File: src/rtl/display_pkg.sv
// Shared display constants for the score board: segment encodings,
// digit geometry and a one-cycle BCD adder used by the score register.
package display_pkg;

    localparam int         NUM_DIGITS = 8;
    localparam logic [2:0] DP_INDEX   = 3'd4;

    // Active-low segment patterns, bit 0 = a ... bit 6 = g.
    localparam logic [6:0] SEG_BLANK = 7'h7F;
    localparam logic [6:0] SEG_0     = 7'h40;
    localparam logic [6:0] SEG_1     = 7'h79;
    localparam logic [6:0] SEG_2     = 7'h24;
    localparam logic [6:0] SEG_3     = 7'h30;
    localparam logic [6:0] SEG_4     = 7'h19;
    localparam logic [6:0] SEG_5     = 7'h12;
    localparam logic [6:0] SEG_6     = 7'h02;
    localparam logic [6:0] SEG_7     = 7'h78;
    localparam logic [6:0] SEG_8     = 7'h00;
    localparam logic [6:0] SEG_9     = 7'h10;

    // Adds 0..3 to a 4-digit BCD value; bit 16 is the decimal carry out.
    function automatic logic [16:0] bcd_add(input logic [15:0] a, input logic [1:0] inc);
        logic [4:0]  d;
        logic        c;
        logic [15:0] s;
        c = 1'b0;
        s = '0;
        for (int i = 0; i < 4; i++) begin
            d = 5'(a[4*i +: 4]) + 5'(c);
            if (i == 0) d = d + 5'(inc);
            if (d > 5'd9) begin
                s[4*i +: 4] = 4'(d - 5'd10);
                c = 1'b1;
            end else begin
                s[4*i +: 4] = d[3:0];
                c = 1'b0;
            end
        end
        return {c, s};
    endfunction

endpackage

File: src/rtl/seg7_decoder.sv
// Combinational BCD to active-low seven-segment decoder; nibbles 10-15 go blank.
module seg7_decoder
    import display_pkg::*;
(
    input  logic [3:0] bcd,
    output logic [6:0] seg
);

    always_comb begin
        seg = SEG_BLANK;
        case (bcd)
            4'd0: seg = SEG_0;
            4'd1: seg = SEG_1;
            4'd2: seg = SEG_2;
            4'd3: seg = SEG_3;
            4'd4: seg = SEG_4;
            4'd5: seg = SEG_5;
            4'd6: seg = SEG_6;
            4'd7: seg = SEG_7;
            4'd8: seg = SEG_8;
            4'd9: seg = SEG_9;
            default: seg = SEG_BLANK;
        endcase
    end

endmodule

File: src/rtl/score_display.sv
// Score and high-score keeper fed by frame-domain coin hits, scanned out
// onto an 8-digit multiplexed seven-segment display.
module score_display
    import display_pkg::*;
#(
    parameter int          REFRESH_DIV = 100000,
    parameter logic [15:0] SAT_BCD     = 16'h9999
) (
    input  logic        CLK100MHZ,
    input  logic        CPU_RESETN,
    input  logic [2:0]  coin_hit,
    input  logic        clear,
    input  logic        game_over,
    output logic [15:0] score_bcd,
    output logic [15:0] high_bcd,
    output logic [7:0]  AN,
    output logic [6:0]  SEG,
    output logic        DP
);

    localparam int DIV_W = (REFRESH_DIV > 1) ? $clog2(REFRESH_DIV) : 1;

    // Bit order: {game_over, clear, coin_hit[2:0]}.
    logic [4:0] sync1, sync2, prev, rise;

    always_ff @(posedge CLK100MHZ or negedge CPU_RESETN) begin
        if (!CPU_RESETN) begin
            sync1 <= '0;
            sync2 <= '0;
            prev  <= '0;
        end else begin
            sync1 <= {game_over, clear, coin_hit};
            sync2 <= sync1;
            prev  <= sync2;
        end
    end

    assign rise = sync2 & ~prev;

    logic [1:0]  inc;
    logic        clear_now;
    logic [16:0] sum;
    logic [15:0] score_next;

    // clear acts on its synchronized level; a rise implies that level anyway.
    always_comb begin
        inc        = {1'b0, rise[0]} + {1'b0, rise[1]} + {1'b0, rise[2]};
        clear_now  = sync2[3] | rise[3];
        sum        = bcd_add(score_bcd, inc);
        score_next = sum[15:0];
        if (clear_now)
            score_next = 16'h0000;
        else if (sum[16] || (sum[15:0] > SAT_BCD))
            score_next = SAT_BCD;
    end

    always_ff @(posedge CLK100MHZ or negedge CPU_RESETN) begin
        if (!CPU_RESETN) begin
            score_bcd <= 16'h0000;
            high_bcd  <= 16'h0000;
        end else begin
            score_bcd <= score_next;
            if (rise[4] && (score_bcd > high_bcd))
                high_bcd <= score_bcd;
        end
    end

    logic [DIV_W-1:0] div_cnt;
    logic [2:0]       idx;

    always_ff @(posedge CLK100MHZ or negedge CPU_RESETN) begin
        if (!CPU_RESETN) begin
            div_cnt <= '0;
            idx     <= 3'd0;
        end else if (div_cnt == DIV_W'(REFRESH_DIV - 1)) begin
            div_cnt <= '0;
            idx     <= idx + 3'd1;
        end else begin
            div_cnt <= div_cnt + DIV_W'(1);
        end
    end

    logic [3:0] digit;
    logic       blank;
    logic [6:0] seg_dec;

    // Indices 4-7 show the high score, 0-3 the score with leading zeros blanked.
    always_comb begin
        digit = idx[2] ? high_bcd[{idx[1:0], 2'b00} +: 4] : score_bcd[{idx[1:0], 2'b00} +: 4];
        blank = 1'b0;
        case (idx)
            3'd1: blank = (score_bcd[15:4] == 12'h000);
            3'd2: blank = (score_bcd[15:8] == 8'h00);
            3'd3: blank = (score_bcd[15:12] == 4'h0);
            default: blank = 1'b0;
        endcase
    end

    seg7_decoder u_dec (
        .bcd (digit),
        .seg (seg_dec)
    );

    always_ff @(posedge CLK100MHZ or negedge CPU_RESETN) begin
        if (!CPU_RESETN) begin
            AN  <= 8'hFF;
            SEG <= SEG_BLANK;
            DP  <= 1'b1;
        end else begin
            AN  <= ~(8'b1 << idx);
            SEG <= blank ? SEG_BLANK : seg_dec;
            DP  <= (idx != DP_INDEX);
        end
    end

endmodule
File: config.mk
export PLATFORM = sky130hd
export DESIGN_NAME = score_display
export DESIGN_NICKNAME = d
export VERILOG_FILES = /design/src/rtl/display_pkg.sv /design/src/rtl/seg7_decoder.sv /design/src/rtl/score_display.sv
export SDC_FILE = /design/constraint.sdc
export NUM_CORES = 1
export LEC_CHECK = 0
export ABC_AREA = 0
export BUFFER_PORTS_ARGS = -buffer_cell sky130_fd_sc_hd__buf_2
export CORE_ASPECT_RATIO = 0.75
export CORE_MARGIN = 5
export CORE_UTILIZATION = 60
export DETAILED_ROUTE_END_ITERATION = 6
export GPL_ROUTABILITY_DRIVEN = 0
export GPL_TIMING_DRIVEN = 0
export HOLD_SLACK_MARGIN = 0.06
export PLACE_DENSITY_LB_ADDON = 0.15
export SYNTH_ARGS = -nofsm -noshare
export SYNTH_HDL_FRONTEND = slang
export SYNTH_SLANG_ARGS = --single-unit
File: constraint.sdc
create_clock -name CLK100MHZ -period 14.65 [get_ports CLK100MHZ]
set_input_delay 2.1975 -clock CLK100MHZ [delete_from_list [all_inputs] [get_ports CLK100MHZ]]
set_output_delay 2.1975 -clock CLK100MHZ [all_outputs]
set_load 0.1 [all_outputs]
==> flow_metrics.env, run 1 <==
export IMPL_max_slew_margin_rel_pct=44.1
export IMPL_rsz0062_at_grt="false"
export IMPL_power_density_nw_per_um2=120
export IMPL_rows=28
export IMPL_yosys_warnings=0
export IMPL_crit_path_end_kind="register"
export IMPL_worstSetupPathType="register to register"
export IMPL_antenna_found_initial=0
export IMPL_seqCellArea_um2=2050
export IMPL_hold_viol=0
export IMPL_io_buffers=54
export IMPL_grt_pass1_vias=3909
export IMPL_synth_edf_count=0
export IMPL_synth_top_area_share_pct=33.8
export IMPL_finalCritPeriodShare_pct=55.7
export IMPL_avgSynthCellArea_um2=9.94
export IMPL_fillers=624
export IMPL_firstDrtPassIters=5
export IMPL_drtIter0Drc=374
export IMPL_syn_num_nets=539
export IMPL_netlist_area_um2=4880
export IMPL_critPathBufInv=7
export IMPL_cts_max_level=3
export IMPL_min_period_ns=8.15
export IMPL_cpMostUsedCell="ha_1"
export IMPL_die_area_um2=10100
export IMPL_drc=0
export IMPL_drt_wl_total_um=11200
export IMPL_synth_top_cell_by_area="dfrtp_1"
export IMPL_wl_per_cell_um=16.8
export IMPL_multiInputGateArea_um2=2580
export IMPL_irDropWorstVdd_mv=0.125
export IMPL_max_stage_delay_ns=0.62
export IMPL_syn_inst=491
export IMPL_viasPerCell=5.95
export IMPL_cts_buffers=9
export IMPL_cts_root_buf="clkbuf_8"
export IMPL_skew_ns=0.0102
export IMPL_cpMaxStageDelayCell="or4b_1"
export IMPL_cts_setup_buffers=0
export IMPL_floorplan_die_height_um=88.1
export IMPL_route_vias_total=3968
export IMPL_synth_common_cells="dfrtp_1 (66), nor2_1 (48), ha_1 (39)"
export IMPL_synthArstFlopShare_pct=100
export IMPL_outcome="finished, final reports clean"
export IMPL_antenna_cells=0
export IMPL_syn2layout_area_growth_pct=13.8
export IMPL_critical_path_required_ns=14.90
export IMPL_grt_pass1_wl_um=19000
export IMPL_die_w_um=114
export IMPL_core_area_um2=7920
export IMPL_fin_setup_tns_ns=0
export IMPL_dp_hpwl_um=8300
export IMPL_ant_nets=0
export IMPL_path_clk_slew_ns=0.08
export IMPL_cts_tree="built"
export IMPL_hp_class="register to register"
export IMPL_clock_fmax_mhz=123
export IMPL_yosys_register_bits=81
export IMPL_ys_top_cells_by_area="dfrtp_1 (34%), ha_1 (10%), dfstp_2 (8.1%)"
export IMPL_fin_area_um2=5560
export IMPL_grt_max_degree=60
export IMPL_yosys_cell_count_top_type="dfrtp_1"
export IMPL_cts_hold_buffers=0
export IMPL_arrival_ns=8.40
export IMPL_crit_fanout=10
export IMPL_drive_gt1_share_pct=20.5
export IMPL_slew_violations=0
export IMPL_fin_util_pct=70.2
export IMPL_grt_util_all_layers_pct=24.0
export IMPL_critical_path_top_delay_family="adder cells"
export IMPL_critPathLaunchType="register"
export IMPL_worstMarginPinSlew_ns=0.817
export IMPL_nets=605
export IMPL_clockBufferDepth=2
export IMPL_synthDistinctLibCells=62
export IMPL_placed_area_um2=5310
export IMPL_start_util_pct=61.6
export IMPL_clkLatencyLatePin_ns=0.36
export IMPL_grt_overflow=0
export IMPL_p_leak_nw=2.70
export IMPL_cap_viol_max_count=0
export IMPL_cts_resized_gates=0
export IMPL_ioPinCount=55
export IMPL_ys_seq_area_share_pct=41.9
export IMPL_finalSetupViolations=0
export IMPL_cts_sinks=81
export IMPL_ys_flop_type="dfrtp_1"
[path summary, 6_finish.rpt]
check	end	slack, ns	start	depth (start not counted)
max	score_bcd[4]	6.50	sync2[0]	31
min	sync2[4]	0.35	sync1[4]	0
max reg2reg	score_bcd[4]	6.50	sync2[0]	31
min reg2reg	sync2[4]	0.35	sync1[4]	0
max in group asynchronous	sync2[2]	12.34	CPU_RESETN	2
min in group asynchronous	score_bcd[12]	1.71	CPU_RESETN	1
[stage by stage]
stage	power [mW]	setup slack, ns	instances	hold slack (ns)
floorplan	0.434	7.00	491	0.331
global placement	0.468	6.82	650	0.332
detailed placement	0.476	6.71	651	0.336
CTS	0.672	6.61	667	0.354
global route	0.702	5.96	667	0.357
finish	0.669	6.50	667	0.352
[state kept, by name, summed over array words and instances (netlist names)]
signal,flops
AN,8
SEG,7
div_cnt,17
high_bcd,16
idx,3
prev,4
score_bcd,16
sync1,5
sync2,5
[power breakdown]
group	internal (mW)	switching, mW
logic	0.0569	0.162
registers	0.243	0.0104
clock network	0.118	0.0799
[per-layer routing]
layer	vias up	GRT usage, %	wire [um]
li1	1860	-	-
met1	1939	33.4	5170
met2	150	36.7	5060
met3	19	5.94	807
met4	0	8.74	166
met5	-	0	0
[cells by family (layout without fill, tap and decap cells)]
logic type	Yosys count	after routing	share of synthesized area [%]
muxes	33	33	9.33
and+or+nand+nor	166	166	16.9
DFF	81	81	41.9
xor gates and xnor gates	25	25	4.49
adders and majority gates	41	41	10.8
buffers and inverters	64	135	5.20
AOI/OAI and AO/OA	81	81	11.3
[layout make-up]
class,instances,area share (%)
multi-input combinational,346,46.5
sequential,81,36.8
timing repair buffer,55,5.40
clock buffer,11,2.54
inverter,36,2.43
tap,105,2.36
buffer,28,2.14
clock inverter,5,1.85
[placed cells by master (no fill, tap or decap), types with 16 or more instances in the layout]
master	count
nor2b_1	16
nand2_1	38
inv_1	35
dfrtp_1	66
a21oi_1	19
clkbuf_1	24
nor2_1	48
mux2_2	17
buf_2	55
ha_1	39
(Power assumes the default switching activity.)
==> run 2, diff against run 1 <==
--- a/config.mk
+++ b/config.mk
@@ -9,7 +9,7 @@
 export BUFFER_PORTS_ARGS = -buffer_cell sky130_fd_sc_hd__buf_2
 export CORE_ASPECT_RATIO = 0.75
 export CORE_MARGIN = 5
-export CORE_UTILIZATION = 60
+export CORE_UTILIZATION = 53
 export DETAILED_ROUTE_END_ITERATION = 6
 export GPL_ROUTABILITY_DRIVEN = 0
 export GPL_TIMING_DRIVEN = 0
==> constraint.sdc (replaced) <==
create_clock -name CLK100MHZ -period 7.4 [get_ports CLK100MHZ]
set_input_delay 1.11 -clock CLK100MHZ [delete_from_list [all_inputs] [get_ports CLK100MHZ]]
set_output_delay 1.11 -clock CLK100MHZ [all_outputs]
set_load 0.1 [all_outputs]
==> run 2 against run 1 <==
Total power rose by 99%. Utilization fell by 7.6 points. Count of clock-buffer cells in the layout is 2 higher. Critical path depth fell by 3. Worst hold slack got worse by 0.0027 ns. Cell count rose by 0.60%. Clock skew fell by 0.0011 ns. Sequential share of layout area is 0.51 points lower. Via count is 2.2% lower.
==> flow_metrics.env, run 2 (synthesis gave the netlist of run 1 again) <==
export IMPL_outcome="finished, final reports clean"
export IMPL_power_density_nw_per_um2=237
export IMPL_place_ws_ns=-0.550
export IMPL_ant_nets=0
export IMPL_use_met3_pct=5.80
export IMPL_grt_max_degree=56
export IMPL_min_to="sync2[2]"
export IMPL_critical_path_top_delay_family="adder cells"
export IMPL_hold_viol=0
export IMPL_clockBufferDepth=2
export IMPL_power_mw=1.33
export IMPL_grt_pass1_wl_um=18700
export IMPL_route_vias_total=3881
export IMPL_ff2ff_path_depth=28
export IMPL_seqCellArea_um2=2050
export IMPL_final_cell_mix="dfrtp_1 (65), buf_2 (55), nor2_1 (46), nand2_1 (38)"
export IMPL_max_slew_margin_rel_pct=50.2
export IMPL_drtIter0Drc=261
export IMPL_rr_endpoint="score_bcd[4]"
export IMPL_reg_top3="div_cnt: 17 flops, high_bcd: 16 flops, score_bcd: 16 flops"
export IMPL_cts_tree="built"
export IMPL_crit_fanout=12
export IMPL_crit_start="sync2[0]"
export IMPL_antenna_cells=0
export IMPL_io_buffers=54
export IMPL_min_from="sync1[2]"
export IMPL_use_met1_pct=30.3
export IMPL_grt_util_all_layers_pct=21.0
export IMPL_grt_overflow=0
export IMPL_path_clk_slew_ns=0.06
export IMPL_grtUsageMet2_pct=31.7
export IMPL_cpMaxStageDelayCell="fa_2"
export IMPL_critPathBufInv=4
export IMPL_multiInputGateArea_um2=2640
export IMPL_hp_class="register to register"
export IMPL_drive_gt1_share_pct=22.5
export IMPL_cts_root_buf="clkbuf_16"
export IMPL_firstDrtPassIters=5
export IMPL_die_area_um2=11200
export IMPL_min_period_ns=7.00
export IMPL_largest_reg_flops=17
export IMPL_clock_fmax_mhz=143
export IMPL_viasPerCell=5.78
export IMPL_regMostFlops="div_cnt"
export IMPL_skew_ns=0.00907
export IMPL_arrival_ns=7.21
export IMPL_critical_path_required_ns=7.62
export IMPL_worstMarginPinSlew_ns=0.727
export IMPL_clkLatencyLatePin_ns=0.34
export IMPL_cts_max_level=3
export IMPL_max_stage_delay_ns=0.64
export IMPL_floorplan_die_height_um=93.1
export IMPL_reg2reg_slack_ns=0.40
export IMPL_rows=30
export IMPL_drt_wl_total_um=11100
export IMPL_irDropWorstVdd_mv=0.232
export IMPL_grt_busiest_layer="met2"
export IMPL_final_common_cell="dfrtp_1"
export IMPL_cap_viol_max_count=0
export IMPL_cts_buffers=9
export IMPL_worstSetupPathType="register to register"
export IMPL_slew_violations=0
export IMPL_drc=0
export IMPL_crit_path_end_kind="register"
export IMPL_critPathLaunchType="register"
export IMPL_reg2reg_from="sync2[0]"
export IMPL_grt_pass1_vias=3705
export IMPL_fillers=751
export IMPL_core_area_um2=9010
export IMPL_p_leak_nw=2.70
export IMPL_start_util_pct=54.2
export IMPL_hold_path_cell_count=0
export IMPL_timing_final_ws_setup_ns=0.404
export IMPL_cts_sinks=81
export IMPL_antenna_found_initial=0
export IMPL_finalCritPeriodShare_pct=94.5
export IMPL_finalSetupViolations=0
export IMPL_syn2layout_area_growth_pct=15.5
export IMPL_nets=602
export IMPL_wl_per_cell_um=16.6
export IMPL_fin_util_pct=62.6
export IMPL_ioPinCount=55
export IMPL_dp_hpwl_um=8260
export IMPL_die_w_um=121
## run 2: layout make-up
class	instances	area share, %
multi-input cells	346	46.8
flip-flops and latches	81	36.3
repair buffers	57	5.59
clock buffers	13	4.26
well taps	112	2.49
inverters	36	2.40
plain buffers	23	1.84
clock inverters	3	0.355
## run 2: worst max-delay path by stage
stage,end,slack (ns),cells past startpoint
floorplan,score_bcd[4],0.08,30
global placement,score_bcd[1],-0.51,31
detailed placement,score_bcd[4],-0.55,31
CTS,score_bcd[4],0.05,30
global route,score_bcd[4],-0.009,28
finish,score_bcd[4],0.40,28
## run 2: through the flow
step	hold slack (ns)	std cells	area [um^2]	TNS, ns
finish	0.349	671	5640	0
global route	0.365	671	5640	-0.0108
CTS	0.354	671	5580	0
detailed placement	0.339	658	5320	-4.13
global placement	0.332	657	5290	-3.58
floorplan	0.331	491	4880	0
## run 2: timing repair
action	in CTS	in global routing
pin swaps	0	1
resized for setup	2	14
hold buffers	0	0
buffers inserted	0	2
endpoints found under the setup margin	10	11
## run 2: report_power, final
| part | total (mW) | switching (mW) | internal, mW |
|---|---|---|---|
| Sequential | 0.503 | 0.0213 | 0.481 |
| Clock | 0.393 | 0.166 | 0.227 |
| Combinational | 0.438 | 0.319 | 0.119 |
## run 2: worst register-to-register path, delay by kind of cell (launching register included)
family | cells | cell delay (ns)
fa+ha+maj | 9 | 2.95
compound gates | 6 | 1.57
simple gates | 9 | 1.45
buf+inv | 4 | 0.54
flops | 1 | 0.37
## run 2: per-layer routing
metal  up-vias  part of all wire (%)
li1       1857                     -
met1      1894                    49
met2       120                    45
met3        10                   5.6
met4         0                  0.76
met5         -                     0
==> run 3, diff against run 2 <==
--- a/config.mk
+++ b/config.mk
@@ -9,7 +9,7 @@
 export BUFFER_PORTS_ARGS = -buffer_cell sky130_fd_sc_hd__buf_2
 export CORE_ASPECT_RATIO = 0.75
 export CORE_MARGIN = 5
-export CORE_UTILIZATION = 53
+export CORE_UTILIZATION = 40
 export DETAILED_ROUTE_END_ITERATION = 6
 export GPL_ROUTABILITY_DRIVEN = 0
 export GPL_TIMING_DRIVEN = 0
==> run 3 against run 2 <==
Cell count is 8.0% higher. Register-to-register slack better by 0.03 ns. Final area is 1.9% higher. Non-clock buffer count unchanged. Clock power rose by 20%. Sequential power about the same. Largest cell class unchanged. Highest routed layer unchanged. Global-route usage decreased by 4.1 points. Die area rose by 29%. Routed wire length grew 2.8%. Setup slack better by 0.030 ns. Utilization shrank 15 points.
==> flow_metrics.env, run 3 (synthesis gave the netlist of run 1 again) <==
export IMPL_irDropWorstVdd_mv=0.147
export IMPL_antenna_cells=0
export IMPL_cts_max_level=3
export IMPL_path_clk_slew_ns=0.06
export IMPL_syn2layout_area_growth_pct=17.7
export IMPL_io_buffers=54
export IMPL_clockBufferDepth=2
export IMPL_cts_root_buf="clkbuf_16"
export IMPL_place_ws_ns=-0.646
export IMPL_largest_reg_flops=17
export IMPL_drive_gt1_share_pct=22.7
export IMPL_max_stage_delay_ns=0.60
export IMPL_max_slew_margin_rel_pct=49.1
export IMPL_antenna_found_initial=0
export IMPL_die_w_um=138
export IMPL_final_cell_mix="dfrtp_1 (65), buf_2 (55), nor2_1 (47), nand2_1 (38), ha_1 (36)"
export IMPL_die_area_um2=14500
export IMPL_cpMostUsedCell="nor2_1"
export IMPL_grt_max_degree=44
export IMPL_clock_fmax_mhz=144
export IMPL_rows=35
export IMPL_drc=0
export IMPL_viasPerCell=5.26
export IMPL_skew_ns=0.00757
export IMPL_arrival_ns=7.19
export IMPL_critPathLaunchType="register"
export IMPL_timing_final_ws_setup_ns=0.434
export IMPL_critical_path_required_ns=7.62
export IMPL_final_common_cell="dfrtp_1"
export IMPL_rsz0062_at_grt="false"
export IMPL_regMostFlops="div_cnt"
export IMPL_finalSetupViolations=0
export IMPL_grt_pass1_vias=3771
export IMPL_route_vias_total=3814
export IMPL_fin_hold_ws_ns=0.347
export IMPL_final_cells=725
export IMPL_path_depth=28
export IMPL_wl_per_cell_um=15.8
export IMPL_hold_viol=0
export IMPL_fin_util_pct=47.4
export IMPL_dp_hpwl_um=8610
export IMPL_reg_top3="div_cnt: 17 flops, high_bcd: 16 flops, score_bcd: 16 flops"
export IMPL_floorplan_die_height_um=106
export IMPL_start_util_pct=40.2
export IMPL_placedCellCount=712
export IMPL_crit_fanout=12
export IMPL_critical_path_top_delay_family="adder cells"
export IMPL_cts_tree="built"
export IMPL_firstDrtPassIters=4
export IMPL_nets=602
export IMPL_min_period_ns=6.97
export IMPL_ff2ff_path_depth=28
export IMPL_grt_pass1_wl_um=19300
export IMPL_drtIter0Drc=166
export IMPL_finalCritPeriodShare_pct=94.1
export IMPL_critPathBufInv=3
export IMPL_slew_violations=0
export IMPL_power_density_nw_per_um2=245
export IMPL_outcome="finished, final reports clean"
export IMPL_ioPinCount=55
export IMPL_cap_viol_max_count=0
export IMPL_ant_nets=0
export IMPL_hold_path_cell_count=0
export IMPL_cpMaxStageDelayCell="fa_2"
export IMPL_drt_wl_total_um=11400
export IMPL_clkLatencyLatePin_ns=0.34
export IMPL_core_area_um2=12100
export IMPL_cts_buffers=9
export IMPL_cts_sinks=81
export IMPL_grt_overflow=0
export IMPL_worstSetupPathType="register to register"
export IMPL_crit_path_end_kind="register"
export IMPL_worstMarginPinSlew_ns=0.743
export IMPL_p_leak_nw=2.74
export IMPL_hp_class="register to register"
export IMPL_grt_util_all_layers_pct=16.9
==> run 3: cell types whose count changed in the layout (fill, tap and decap cells not counted), moves of 2 or more <==
cell,delta
clkbuf_1,-4
clkbuf_8,+2
clkinvlp_4,-2
clkinv_4,+2
clkbuf_16,+2
==> run 3: worst paths after layout <==
kind                            start           end  slack (ns)
min reg2reg                  sync1[1]      sync2[1]        0.35
max reg2reg                  sync2[0]  score_bcd[4]        0.43
max                          sync2[0]  score_bcd[4]        0.43
min                          sync1[1]      sync2[1]        0.35
min in group asynchronous  CPU_RESETN   div_cnt[13]        0.74
max in group asynchronous  CPU_RESETN        SEG[6]        6.00
==> run 3: metal layers <==
layer	global-route usage [%]	part of all wire [%]
met3	4.48	4.9
met5	0	0
met2	25.6	44
met1	23.9	49
met4	4.63	1.7
==> run 3: area by class of cell <==
cell class / instances / area (um^2)
sequential: 81 / 2050
tap: 166 / 208
timing repair buffer: 57 / 308
fill: 1133 / 6380
clock buffer: 13 / 303
inverter: 36 / 135
clock inverter: 3 / 26.3
multi-input combinational: 346 / 2620
buffer: 23 / 104
==> run 3: per-stage QoR <==
step | setup TNS [ns] | power (mW) | area [um^2]
final | 0 | 1.41 | 5750
after global routing | 0 | 1.48 | 5750
after CTS | 0 | 1.42 | 5720
after detailed placement | -4.89 | 0.940 | 5380
after global placement | -3.59 | 0.932 | 5360
after floorplan | 0 | 0.859 | 4880
==> run 3: where the power goes <==
| part | internal [mW] | switching, mW |
|---|---|---|
| clock network | 0.289 | 0.182 |
| registers | 0.481 | 0.0204 |
| logic | 0.118 | 0.316 |
| total | 0.888 | 0.518 |
==> run 3: repair_timing <==
action / 4_1_cts / 5_1_grt
hold buffers: 0 / 0
hold endpoints to repair: 0 / 0
setup endpoints to repair: 11 / 9
gates resized for setup: 2 / 9
buffers inserted: 2 / 0
pin swaps: 1 / 1
==> run 3: worst register-to-register path, delay by kind of cell, from the launching register on <==
family                   cells  cell delay (ns)
buffers and inverters        3             0.42
AO/OA/AOI/OAI                6             1.64
flip-flops                   1             0.37
adder cells (fa/ha/maj)      9             2.97
AND/OR/NAND/NOR             10             1.43
